### config.mk
export PLATFORM = sky130hd
export DESIGN_NAME = pop_sorter_topk
export DESIGN_NICKNAME = d
export VERILOG_FILES = /design/src/rtl/pop_sorter_topk.sv
export SDC_FILE = /design/constraint.sdc
export NUM_CORES = 2
export LEC_CHECK = 0
export CORE_AREA = 4 4 352 354
export CTS_BUF_LIST = sky130_fd_sc_hd__clkbuf_4
export DETAILED_ROUTE_END_ITERATION = 7
export DIE_AREA = 0 0 356 358
export GPL_ROUTABILITY_DRIVEN = 0
export PLACE_DENSITY_LB_ADDON = 0.15
export SYNTH_ARGS = -nofsm -noshare
export SYNTH_HDL_FRONTEND = slang
export SYNTH_SLANG_ARGS = --single-unit
### constraint.sdc
create_clock -name clk -period 162.6 [get_ports clk]
set_clock_uncertainty 0.15 [all_clocks]
set_input_delay 16.26 -clock clk [delete_from_list [all_inputs] [get_ports clk]]
set_output_delay 16.26 -clock clk [all_outputs]
set_load 0.02 [all_outputs]
### src/rtl/pop_sorter_topk.sv
// Top-K population sorter: latches N distances and emits the K smallest indices by iterative min-select.
// Optional build macro POP_SORTER_DESCEND_EN adds a descend input that selects the largest entries instead.
module pop_sorter_topk #(
   parameter int N      = 50,
   parameter int DIST_W = 12,
   parameter int K      = N,
   parameter int IDX_W  = $clog2(N)
) (
   input  logic                  clk,
   input  logic                  rst,
   input  logic                  start,
`ifdef POP_SORTER_DESCEND_EN
   input  logic                  descend,
`endif
   input  logic [N*DIST_W-1:0]   in,
   output logic [K*IDX_W-1:0]    sorted,
   output logic [DIST_W-1:0]     best_value,
   output logic                  busy,
   output logic                  done
);

   typedef enum logic [1:0] {
      IDLE = 2'd0,
      SCAN = 2'd1,
      DONE = 2'd2
   } state_t;

   state_t              r_state;
   state_t              w_next;
   logic [IDX_W:0]      r_cnt;
   logic [DIST_W-1:0]   r_dist [N];
   logic [N-1:0]        r_valid;
   logic [K*IDX_W-1:0]  r_sorted;
   logic [DIST_W-1:0]   r_best;
   logic                w_desc;
   logic                w_load;
   logic                w_take;
   logic                w_found;
   logic [IDX_W-1:0]    w_sel_idx;
   logic [DIST_W-1:0]   w_sel_val;

`ifdef POP_SORTER_DESCEND_EN
   logic r_desc;
   assign w_desc = r_desc;
`else
   assign w_desc = 1'b0;
`endif

   // Strict compare keeps the earliest index on ties; valid flags mask consumed entries.
   always_comb begin
      w_found   = 1'b0;
      w_sel_idx = '0;
      w_sel_val = '0;
      for (int unsigned i = 0; i < N; i++) begin
         if (r_valid[i] && (!w_found ||
             (w_desc ? (r_dist[i] > w_sel_val) : (r_dist[i] < w_sel_val)))) begin
            w_found   = 1'b1;
            w_sel_idx = IDX_W'(i);
            w_sel_val = r_dist[i];
         end
      end
   end

   always_comb begin
      w_next = r_state;
      w_load = 1'b0;
      w_take = 1'b0;
      case (r_state)
         IDLE, DONE: begin
            if (start) begin
               w_load = 1'b1;
               w_next = SCAN;
            end
         end
         SCAN: begin
            w_take = w_found;
            if (r_cnt == (IDX_W+1)'(K-1))
               w_next = DONE;
         end
         default: w_next = IDLE;
      endcase
   end

   always_ff @(posedge clk or posedge rst) begin
      if (rst)
         r_state <= IDLE;
      else
         r_state <= w_next;
   end

   always_ff @(posedge clk or posedge rst) begin
      if (rst) begin
         r_cnt    <= '0;
         r_valid  <= '0;
         r_sorted <= '0;
         r_best   <= '0;
         for (int unsigned i = 0; i < N; i++)
            r_dist[i] <= '0;
`ifdef POP_SORTER_DESCEND_EN
         r_desc   <= 1'b0;
`endif
      end else if (w_load) begin
         r_cnt   <= '0;
         r_valid <= '1;
         for (int unsigned i = 0; i < N; i++)
            r_dist[i] <= in[i*DIST_W +: DIST_W];
`ifdef POP_SORTER_DESCEND_EN
         r_desc  <= descend;
`endif
      end else if (w_take) begin
         for (int unsigned r = 0; r < K; r++) begin
            if (r_cnt == (IDX_W+1)'(r))
               r_sorted[r*IDX_W +: IDX_W] <= w_sel_idx;
         end
         for (int unsigned i = 0; i < N; i++) begin
            if (w_sel_idx == IDX_W'(i))
               r_valid[i] <= 1'b0;
         end
         if (r_cnt == '0)
            r_best <= w_sel_val;
         r_cnt <= r_cnt + (IDX_W+1)'(1);
      end
   end

   assign sorted     = r_sorted;
   assign best_value = r_best;
   assign busy       = (r_state == SCAN);
   assign done       = (r_state == DONE);

endmodule

==> impl_metrics.env <==
export IMPL_number_of_sinks_driven_by_the_clock_tree=971
export IMPL_slowest_delay_ns=1.04
export IMPL_postSynthRegisterBits=971
export IMPL_synth_net_count=8837
export IMPL_grt_first_pass_wirelength_mm=336.7
export IMPL_timing_final_max_slew_violations=0
export IMPL_timing_critical_path_slowest_stage_cell="sky130_fd_sc_hd__o21ai_1"
export IMPL_routed_via_count=60512
export IMPL_cts_inserted_buffers=281
export IMPL_worstPathRequired_ns=163.53
export IMPL_netlist_area_leader_share=0.3912
export IMPL_synth_edf_count=0
export IMPL_cts_htree_levels=5
export IMPL_clock_latency_ns=1.25
export IMPL_worst_hold_path_type="reg2reg"
export IMPL_design_portCount=917
export IMPL_yosysWarnings=0
export IMPL_fmax_ghz=0.007954
export IMPL_number_of_global_route_vias_before_repair=57907
export IMPL_post_dp_cell_area_um2=72010
export IMPL_placeableCoreArea_um2=121100
export IMPL_clock_transition_at_the_registers_of_the_reported_paths_ns=0.07
export IMPL_crit_path_capture_type="register"
export IMPL_utilization=0.6220
export IMPL_post_cts_setup_buffers=0
export IMPL_setup_viol=0
export IMPL_route_antenna_remaining_nets=0
export IMPL_place_detailed_hpwl_mm=172.9
export IMPL_criticalPathCategory="reg2reg"
export IMPL_place_port_buffers=916
export IMPL_post_cts_resize_count=0
export IMPL_stdcell_area_um2=75310
export IMPL_layout_area_overhead_vs_synth_pct=21.25
export IMPL_die_width_um=356
export IMPL_ctsHoldBuffers=0
export IMPL_grt_antenna_before_repair=35
export IMPL_unrepaired_setup_endpoints_after_global_routing="no"
export IMPL_crit_path_frequent_cell="sky130_fd_sc_hd__ha_1"
export IMPL_syn_cell_area_um2=62110
export IMPL_period_needed_ns=125.73
export IMPL_grt_start_max_net_pins=175
export IMPL_async_set_reset_flop_share_out_of_synthesis=1.000
export IMPL_timing_max_cap_violations=0
export IMPL_timing_critical_path_fanout_max=54
export IMPL_design_final_nets=9709
export IMPL_drc_viols=0
export IMPL_firstDrtPassIters=8
export IMPL_grt_overflow_total=0
export IMPL_post_synth_main_area_contributors="sky130_fd_sc_hd__dfrtp_1 39%, sky130_fd_sc_hd__nand2_1 15%, sky130_fd_sc_hd__ha_1 10%"
export IMPL_synth_cells=7732
export IMPL_die_h_um=358
export IMPL_run_status="complete, no violations"
export IMPL_final_hold_viol_count=0
export IMPL_start_util=0.5130
export IMPL_startpoint_type="register"
export IMPL_cp_data_arrival_time_ns=126.66
export IMPL_grt_usage=0.3378
export IMPL_post_route_cells_drive_above_1_share=0.07289
export IMPL_ctsRootBufferMaster="sky130_fd_sc_hd__clkbuf_4"
export IMPL_rrSetupSlack_ns=36.87
export IMPL_synth_top_area_cell="sky130_fd_sc_hd__dfrtp_1"
export IMPL_mostFrequentLayoutCells="2464 x sky130_fd_sc_hd__nand2_1, 971 x sky130_fd_sc_hd__dfrtp_1, 916 x sky130_fd_sc_hd__clkdlybuf4s50_1"
export IMPL_detail_route_wl_per_cell_um=21.30
export IMPL_setup_total_negative_slack_ns=0
export IMPL_yosys_cell_types=127
export IMPL_slew_headroom=0.1314
export IMPL_die_area_um2=127400
export IMPL_mostFrequentLayoutCell="sky130_fd_sc_hd__nand2_1"
export IMPL_synth_ff_type="sky130_fd_sc_hd__dfrtp_1"
export IMPL_synth_seq_area_share=0.3912
export IMPL_vias_per_cell=5.803
export IMPL_syn_mean_instance_area_um2=8.033
export IMPL_drt_first_iter_violations=5614
export IMPL_tightest_slew_ns=1.294
export IMPL_tritoncts="built"
export IMPL_clockBufferDepth=4
export IMPL_final_min_period_over_clock_period=0.7732
export IMPL_finalWirelength_mm=222.1
export IMPL_placementRows=128
critical path: cells and delay by family (launching register included):
| kind | cells | cell delay, ns |
|---|---|---|
| adders and majority gates | 50 | 14.38 |
| DFF | 1 | 0.94 |
| and+or+nand+nor | 154 | 34.42 |
| buffers and inverters | 42 | 5.86 |
| AOI/OAI and AO/OA | 226 | 64.27 |
| muxes | 16 | 5.37 |
logic make-up (layout without fill, tap and decap cells):
family	count (synthesis)	count (layout)	synth area share
adders and majority gates	508	508	0.1021
DFF	971	971	0.3912
and+or+nand+nor	3486	3486	0.2399
AOI/OAI and AO/OA	1793	1793	0.1820
xor gates and xnor gates	20	20	0.002820
muxes	165	165	0.02826
other	0	36	0
buffers and inverters	789	1824	0.05362
state kept, by name (all words and copies together), names as in the netlist:
name        cells
best_value     12
r_state         2
r_cnt           7
r_dist        600
r_valid        50
sorted        300
metal layers:
metal | global-route usage | part of all wire | up-vias
met5 | 0 | 0.00057 | -
met4 | 0.1694 | 0.050 | 20
met3 | 0.08178 | 0.088 | 581
met2 | 0.5261 | 0.45 | 2697
met1 | 0.4411 | 0.41 | 28654
li1 | - | - | 28560
cell type report:
cell class	instances	area (um^2)
multi-input combinational	5972	34560
clock buffer	394	2958
tap	1625	2033
sequential	971	24300
inverter	414	1562
timing repair buffer	964	9554
antenna	36	90.09
fill	10807	45760
clock inverter	52	255.2
Yosys cell counts, drive strengths merged, types with 45 or more instances:
cell type	n
mux2i	85
ha	502
nand2	2465
inv	413
nor2	330
buf	115
mux2	80
clkbuf	242
and3	53
nor3	77
nand4	51
o21a	73
o211ai	51
and2	59
dfrtp	971
o21ai	756
nand2b	59
nand3	114
nor2b	46
a31oi	48
a21oi	357
a21o	112
nor4	65
a2111oi	45
final timing paths:
kind / to / startpoint / cells past startpoint
worst min-delay path: sorted[272] / sorted[272] / 2
worst max register to register: sorted[39] / r_valid[0] / 488
worst max-delay path: sorted[39] / r_valid[0] / 488
max in group asynchronous: r_dist[218] / rst / 6
worst min register to register: sorted[272] / sorted[272] / 2
min in group asynchronous: sorted[90] / rst / 2
per-stage QoR:
step                      instances  worst slack (ns)  hold slack [ns]
after floorplan                7732             60.59           0.2955
after global placement         9946             44.09           0.3160
after detailed placement       9946             39.34           0.3241
after CTS                     10392             39.09           0.3376
after global routing          10415             25.90           0.3567
final                         10428             36.87           0.3327
Power is not shown: default switching activity piles up to over one toggle a cycle in this logic, so the estimate is an artifact.
